<file path="config.mk">
export PLATFORM = sky130hd
export DESIGN_NAME = line_window_buffer
export DESIGN_NICKNAME = d
export VERILOG_FILES = /design/src/rtl/line_window_buffer_pkg.sv /design/src/rtl/line_buf.sv /design/src/rtl/line_window_buffer.sv
export SDC_FILE = /design/constraint.sdc
export NUM_CORES = 2
export LEC_CHECK = 0
export CORE_MARGIN = 4
export CORE_UTILIZATION = 35
export DETAILED_ROUTE_END_ITERATION = 10
export PLACE_DENSITY = 0.55
export SKIP_LAST_GASP = 1
export SYNTH_ARGS = -nofsm -noshare
export SYNTH_HDL_FRONTEND = slang
export SYNTH_MEMORY_MAX_BITS = 65536
export SYNTH_SLANG_ARGS = --single-unit
</file>
<file path="constraint.sdc">
create_clock -name CLK -period 7.3 [get_ports CLK]
set_input_delay 2.19 -clock CLK [delete_from_list [all_inputs] [get_ports CLK]]
set_output_delay 2.19 -clock CLK [all_outputs]
set_load 0.02 [all_outputs]
</file>
<file path="src/rtl/line_window_buffer_pkg.sv">
// Shared constants for the 3x3 line window buffer: tap layout and counter sizing.
// Tap k = 3*r + c; r=0 is the oldest line, c=0 is the oldest column.
package line_window_buffer_pkg;

  localparam int WIN_DIM  = 3;
  localparam int WIN_TAPS = WIN_DIM * WIN_DIM;

  localparam int TAP_OLDEST = 0;
  localparam int TAP_CENTER = 4;
  localparam int TAP_NEWEST = 8;

  // Bits needed to count 0..n-1.
  function automatic int cnt_w(input int n);
    return (n <= 1) ? 1 : $clog2(n);
  endfunction

endpackage

</file>
<file path="src/rtl/line_buf.sv">
// One line of pixel storage: simple dual-port memory, one write and one registered read port.
// Latency: read data appears one cycle after rd_addr; a same-address write returns the old word.
// Backpressure: none, both ports are free-running.
module line_buf #(
  parameter int DEPTH = 256,
  parameter int W     = 8,
  parameter int AW    = 8
) (
  input  logic          CLK,
  input  logic          wr_en,
  input  logic [AW-1:0] wr_addr,
  input  logic [W-1:0]  wr_data,
  input  logic [AW-1:0] rd_addr,
  output logic [W-1:0]  rd_data
);

  logic [W-1:0] mem [DEPTH];

  always_ff @(posedge CLK) begin
    if (wr_en) begin
      mem[wr_addr] <= wr_data;
    end
    rd_data <= mem[rd_addr];
  end

endmodule

</file>
<file path="src/rtl/line_window_buffer.sv">
// Builds a 3x3 sliding window over a raster pixel stream using two line buffers.
// Latency: window is registered one cycle after the pixel completing it is accepted.
// Backpressure: in_ready = !out_valid || out_ready; output holds while stalled.
module line_window_buffer
  import line_window_buffer_pkg::*;
#(
  parameter int PIX_W = 8,
  parameter int IMG_W = 256,
  parameter int IMG_H = 256
) (
  input  logic                      CLK,
  input  logic                      RESET_N,
  input  logic [PIX_W-1:0]          in_data,
  input  logic                      in_valid,
  input  logic                      in_sof,
  output logic                      in_ready,
  output logic [WIN_TAPS*PIX_W-1:0] win_data,
  output logic                      out_valid,
  input  logic                      out_ready,
  output logic                      out_sof,
  output logic                      out_eof,
  output logic                      sync_err
);

  localparam int CW = cnt_w(IMG_W);
  localparam int RW = cnt_w(IMG_H);
  localparam logic [CW-1:0] COL_LAST = CW'(IMG_W - 1);
  localparam logic [RW-1:0] ROW_LAST = RW'(IMG_H - 1);

  logic [CW-1:0] col_cnt, eff_col, nxt_col, rd_addr;
  logic [RW-1:0] row_cnt, eff_row, nxt_row;
  logic          accept, win_hit;
  logic [PIX_W-1:0] lb1_rd, lb2_rd;
  logic [PIX_W-1:0] new_col [WIN_DIM];
  logic [PIX_W-1:0] hist    [WIN_DIM][2];
  logic [WIN_TAPS*PIX_W-1:0] win_nxt;

  assign in_ready = !out_valid || out_ready;
  assign accept   = in_valid && in_ready;

  // A start-of-frame pixel is always position (0,0), wherever the counters were.
  always_comb begin
    eff_col = in_sof ? '0 : col_cnt;
    eff_row = in_sof ? '0 : row_cnt;
    nxt_col = (eff_col == COL_LAST) ? '0 : eff_col + CW'(1);
    nxt_row = eff_row;
    if (eff_col == COL_LAST) begin
      nxt_row = (eff_row == ROW_LAST) ? '0 : eff_row + RW'(1);
    end
    // Pre-read the column of the next pixel so its line data is ready when it arrives.
    rd_addr = accept ? nxt_col : col_cnt;
    win_hit = (eff_row >= RW'(2)) && (eff_col >= CW'(2));
  end

  line_buf #(.DEPTH(IMG_W), .W(PIX_W), .AW(CW)) u_lb1 (
    .CLK     (CLK),
    .wr_en   (accept),
    .wr_addr (eff_col),
    .wr_data (in_data),
    .rd_addr (rd_addr),
    .rd_data (lb1_rd)
  );

  line_buf #(.DEPTH(IMG_W), .W(PIX_W), .AW(CW)) u_lb2 (
    .CLK     (CLK),
    .wr_en   (accept),
    .wr_addr (eff_col),
    .wr_data (lb1_rd),
    .rd_addr (rd_addr),
    .rd_data (lb2_rd)
  );

  assign new_col[0] = lb2_rd;
  assign new_col[1] = lb1_rd;
  assign new_col[2] = in_data;

  always_comb begin
    win_nxt = '0;
    for (int r = 0; r < WIN_DIM; r++) begin
      for (int c = 0; c < 2; c++) begin
        win_nxt[(WIN_DIM*r + c)*PIX_W +: PIX_W] = hist[r][c];
      end
      win_nxt[(WIN_DIM*r + 2)*PIX_W +: PIX_W] = new_col[r];
    end
  end

  // Column history never needs clearing: windows start at col 2 of each row.
  always_ff @(posedge CLK) begin
    if (accept) begin
      for (int r = 0; r < WIN_DIM; r++) begin
        hist[r][0] <= hist[r][1];
        hist[r][1] <= new_col[r];
      end
    end
  end

  always_ff @(posedge CLK or negedge RESET_N) begin
    if (!RESET_N) begin
      col_cnt <= '0;
      row_cnt <= '0;
    end else if (accept) begin
      col_cnt <= nxt_col;
      row_cnt <= nxt_row;
    end
  end

  always_ff @(posedge CLK or negedge RESET_N) begin
    if (!RESET_N) begin
      out_valid <= 1'b0;
      out_sof   <= 1'b0;
      out_eof   <= 1'b0;
      win_data  <= '0;
      sync_err  <= 1'b0;
    end else begin
      if (accept) begin
        out_valid <= win_hit;
        if (win_hit) begin
          win_data <= win_nxt;
          out_sof  <= (eff_row == RW'(2)) && (eff_col == CW'(2));
          out_eof  <= (eff_row == ROW_LAST) && (eff_col == COL_LAST);
        end
      end else if (out_ready) begin
        out_valid <= 1'b0;
      end
      if (accept && in_sof && (row_cnt != '0 || col_cnt != '0)) begin
        sync_err <= 1'b1;
      end
    end
  end

endmodule

</file>
Yosys cells after proc, flatten, opt, wreduce, memory -nomap -nowiden --
Memories as Yosys holds them, arrays and structs flattened. A register that Yosys moved wholly into a read port is not among the register bits. Index checks and enable logic that the tools add are counted.
Word-level totals: input port bits 13, memories 3, logic and storage cells 41, bits in writable memories 4144, output and inout port bits 77, flip-flop bits (word level) 92
Operators by class: $add $sub $neg 2, eq/ne operators 4, $lt $le $gt $ge 2, reduce and logical (&&, ||, !) cells 13, mux-type cells 10
Memory list:
- u_lb1.mem | words 256, width 8, read ports 1, clocked after memory_dff 1, wr ports 1, RTL line line_buf.sv:17 | logic [W-1:0] mem [DEPTH];
- u_lb2.mem | words 256, width 8, read ports 1, clocked after memory_dff 1, wr ports 1, RTL line line_buf.sv:17
- hist | words 3, width 16, read ports 3, clocked after memory_dff 0, wr ports 3, RTL line line_window_buffer.sv:35 | logic [PIX_W-1:0] hist [WIN_DIM][2];
Operators with widths (count):
- 2-to-1 mux 8 bit | 6
- adder 8 x 1 -> 8 bit (second input constant) | 2
- == test 8 x 2 -> 1 bit (second input constant) | 2
- == test 8 bit (second input constant) | 2
- >= comparator 8 x 2 -> 1 bit (second input constant) | 2
- nonzero test 8 bit | 2
- logical AND 1 bit | 6
- 2-to-1 mux 1 bit | 4
- logical OR 1 bit | 2
- AND reduction 2 bit | 1
- nonzero test 2 bit | 1
- zero test 1 bit | 1

Depth between registers and ports, before layout --
depth after elaboration 5, depth in mapped cells 18, gate-level depth less buffers 12

Cells and area by module --
Synthesis repeated with hierarchy kept, for this count alone.
Unflattened totals: cells, all modules 7817, area, all modules 164739.2 um^2
By module, submodules not included:
- line_buf | sequential area each 61659.1 um^2, times used 2, area an instance 79556.3 um^2, cells an instance 3733
- line_window_buffer | sequential area each 3743.6 um^2, times used 1, area an instance 5626.6 um^2, cells an instance 351

Worst setup path before layout --
Ideal clock, no wire load.
path kind in2reg, start point input out_ready, end point memory u_lb1.mem[212][0], enable pin, setup time 0.388 ns, stages 11, required time 6.912 ns, arrival time 6.123 ns, buffers on the path 5, slack 0.789 ns, cells stage by stage nor2b_1 > buf_6 > inv_4 > nand2_2 > inv_1 > clkbuf_1 > buf_2 > buf_1 > nand3_1 > clkbuf_1 > nor2_1
Between the ends: cells in the longest elaborated chain, start to end 4
Ends and longest elaborated chain:
- start: declaration | RTL line line_window_buffer.sv:19 | input logic out_ready,
- logical OR 1 bit | RTL line line_window_buffer.sv:38 | assign in_ready = !out_valid || out_ready;
- logical AND 1 bit | RTL line line_window_buffer.sv:39 | assign accept = in_valid && in_ready;
- via accept | RTL line line_window_buffer.sv:32 | logic accept, win_hit;
- 2-to-1 mux 1 bit | RTL line line_buf.sv:20 | if (wr_en) begin
- 2-to-1 mux 1 bit (implied by the code) | RTL line line_buf.sv:21 | mem[wr_addr] <= wr_data;
- end: declaration | RTL line line_buf.sv:17
The timed path passes the listed nets, and every way through them passes these cells.

Worst setup path after layout --
start point input out_ready, end point register u_lb1.rd_data[4], read port of u_lb1.mem
Between the ends: cells in the longest elaborated chain, start to end 3
Ends and longest elaborated chain:
- logical OR 1 bit | RTL line line_window_buffer.sv:38
- logical AND 1 bit | RTL line line_window_buffer.sv:39
- 2-to-1 mux 8 bit
- end: declaration | RTL line line_buf.sv:14 | output logic [W-1:0] rd_data
No other way between the ends. A chain may end at the register's enable or synchronous reset.

==> results_dict.tcl <==
set metrics [dict create \
    status "finished with violations" \
    violations "slew limit" \
    p_per_area_nw_per_um2 322.1 \
    yosysSeqAreaShare_pct 74.74 \
    cp_cell_sequence "clkdlybuf4s50_1 -> nor2b_4 -> buf_4 -> o21ai_4 -> o211a_4 -> clkinv_16 -> buf_12 -> mux2i_1 -> mux2i_1 -> o22ai_1 -> nor4_1 -> nor3_1 -> nor4_1" \
    synth_fp_nets 10281 \
    holdCritPathClass "reg2reg" \
    p_total_mw 63.04 \
    cts.clk_slew.worst_paths_ns 0.06 \
    crit_type "in2reg" \
    h-tree-depth 5 \
    fmax_ghz 0.1546 \
    initial_core_util_pct 35.20 \
    row_count 255 \
    cap_violations 0 \
    portBuffers 89 \
    synthTopCellsByArea "edfxtp_1 73%, mux2i_1 8.0%, mux4_2 2.8%" \
    crit_arrival_ns 7.31 \
    root_buffer "clkbuf_16" \
    die_y_um 705.0 \
    grt_max_degree 193 \
    gp_congestion 0.9087 \
    dr_total_vias 98419 \
    ys_warn_count 0 \
    ios 90 \
    syn_inst 10266 \
    synth_edf_count 4144 \
    leakage_nw 62.87 \
    nets 10730 \
    fillers 43354 \
    drt_pass1_iterations 8 \
    period_needed_ns 6.468 \
    worst_slack_ns 0.8319 \
    synth_ff_type "edfxtp_1" \
    fin_setup_tns_ns 0 \
    relSlewSlack_pct -20.30 \
    endpoint_kind "register" \
    syn_area_per_cell_um2 16.56 \
    place_hpwl_mm 308.7 \
    drt-initial-drc-count 12861 \
    vias_per_cell 5.618 \
    yosysUniqueCellTypes 90 \
    critPathLaunchType "input port" \
    crit_slowest_cell "nor4_1" \
    die_w_um 705.0 \
    drive_gt1_share_pct 14.69 \
    syn_area_um2 170000 \
    irDropWorstVdd_uv 318.9 \
    cts_hold_buf 0 \
    worstMarginPinSlew_ns 1.804 \
    finalSetupViolCount 0 \
    grt_pass1_vias 95794 \
    maxSlewViolCount 80 \
    final_cell_mix "4144 x edfxtp_1, 1366 x mux2i_1, 860 x nand2_1, 571 x buf_4, 442 x clkbuf_16" \
    globalRouteTotalUtil_pct 19.73 \
    cp_slowest_stage_delay_ns 0.97 \
    pre_cts_slack_ns -0.1240 \
    synth-seq-cells 4252 \
    dieArea_um2 497000 \
    cts_made_buffers 436 \
    final_common_cell "edfxtp_1" \
    ys_async_sr_fraction_pct 2.164 \
    post-route-drc-count 0 \
    finalWirelength_mm 507.8 \
    finalCritPeriodShare_pct 88.60 \
    drtAntennaViolNets 0 \
    critPathRequiredTime_ns 8.14 \
    worst_clock_skew_ns 0.08250 \
    rsz0062_at_grt "false" \
    synth_top_cell_by_area "edfxtp_1" \
    synth_top_area_share_pct 73.19 \
    clock-sinks 4252 \
    cp_max_fo 115 \
    core-area_um2 483100 \
    cts_setup_buffers 0 \
    cts_tree "yes" \
    wl_per_cell_um 28.99 \
    ctsResizeCount 0 \
    area_growth_pct 15.12 \
    clock_latency_ns 1.01 \
    grt_overflow 0 \
    grt_pass1_wl_mm 718.5 \
    hold_violations 0 \
    clockBufferDepth 4 \
    antenna_found_initial 32 \
]
## worst max-delay path, delay by kind of cell
family	cells	cell delay (ns)
multiplexers	2	0.40
AND/OR/NAND/NOR	4	1.98
AO/OA/AOI/OAI	3	0.64
buffers and inverters	4	1.81
## metrics by stage
| stage | hold slack (ns) | utilization [%] | instances | instance area, um2 |
|---|---|---|---|---|
| 2_1_floorplan | 0.4044 | - | 10266 | 170000 |
| 3_3_place_gp | 0.4285 | 37.60 | 16701 | 181600 |
| 3_5_place_dp | 0.4307 | 37.60 | 16701 | 181600 |
| 4_1_cts | 0.4460 | 40.51 | 17506 | 195700 |
| 5_1_grt | 0.4575 | 40.51 | 17509 | 195700 |
| 6_report | 0.4439 | 40.52 | 17520 | 195700 |
## sequential cells by signal (all words and copies together), names as in the netlist
signal / flops
u_lb1.mem: 2048
u_lb2.mem: 2048
win_data: 72
hist: 48
col_cnt: 8
row_cnt: 8
u_lb1.rd_data: 8
u_lb2.rd_data: 8
out_eof: 1
out_sof: 1
out_valid: 1
sync_err: 1
## final cells by class
cell class / instances / area (um2) / area share [%]
Multi-Input combinational cell: 5257 / 39900 / 20.39
Clock inverter: 262 / 2506 / 1.280
Tap cell: 6425 / 8039 / 4.107
Sequential cell: 4252 / 127100 / 64.94
Antenna cell: 13 / 32.53 / 0.01662
Clock buffer: 543 / 11540 / 5.896
Inverter: 49 / 222.7 / 0.1138
Timing Repair Buffer: 719 / 6390 / 3.265
## kinds of logic (layout without fill, tap and decap cells)
family                     count (synthesis)  in the layout  synth area share [%]
AOI/OAI and AO/OA                       1729           1729                 7.000
xor gates and xnor gates                   4              4               0.02061
adders and majority gates                  2              2               0.01472
buffers and inverters                    757           1573                 2.044
DFF                                     4252           4252                 74.74
muxes                                   1655           1655                 11.33
other                                      0             13                     0
and+or+nand+nor                         1867           1867                 4.850
## path summary, 6_finish.rpt
path	start	endpoint	slack, ns	cells after the start
worst max-delay path	out_ready	u_lb1.rd_data[4]	0.83	13
worst min-delay path	hist[1][1]	hist[1][9]	0.44	0
worst max register to register	col_cnt[0]	u_lb1.rd_data[4]	1.73	11
worst min register to register	hist[1][1]	hist[1][9]	0.44	0
max in group asynchronous	RESET_N	win_data[65]	4.82	2
min in group asynchronous	RESET_N	out_eof	1.18	1
## routing by layer
| layer | routed length (um) | vias up | GRT usage, % |
|---|---|---|---|
| met5 | 49 | - | 0 |
| met2 | 231900 | 4472 | 30.82 |
| li1 | - | 41892 | - |
| met4 | 21430 | 8 | 7.393 |
| met3 | 43420 | 869 | 3.701 |
| met1 | 211000 | 51178 | 27.41 |
## power breakdown
part	internal, mW	switching, mW	leakage [nW]
Clock	12.6	9.37	6.84
Sequential	28.7	0.718	38.6
Combinational	3.51	8.12	17.5
## cell usage after synthesis (92+ instances only)
library cell	instances
edfxtp_1	4144
mux2i_1	1366
nand2_1	866
o22ai_1	386
clkbuf_1	383
nor2_1	348
nand3_1	301
o21ai_0	250
mux4_2	208
a21oi_1	195
buf_2	194
a22oi_1	181
o211ai_1	135
a32oi_1	124
nand2b_1	104
a31oi_1	98
dfrtp_1	92
(Power assumes the default switching activity.)
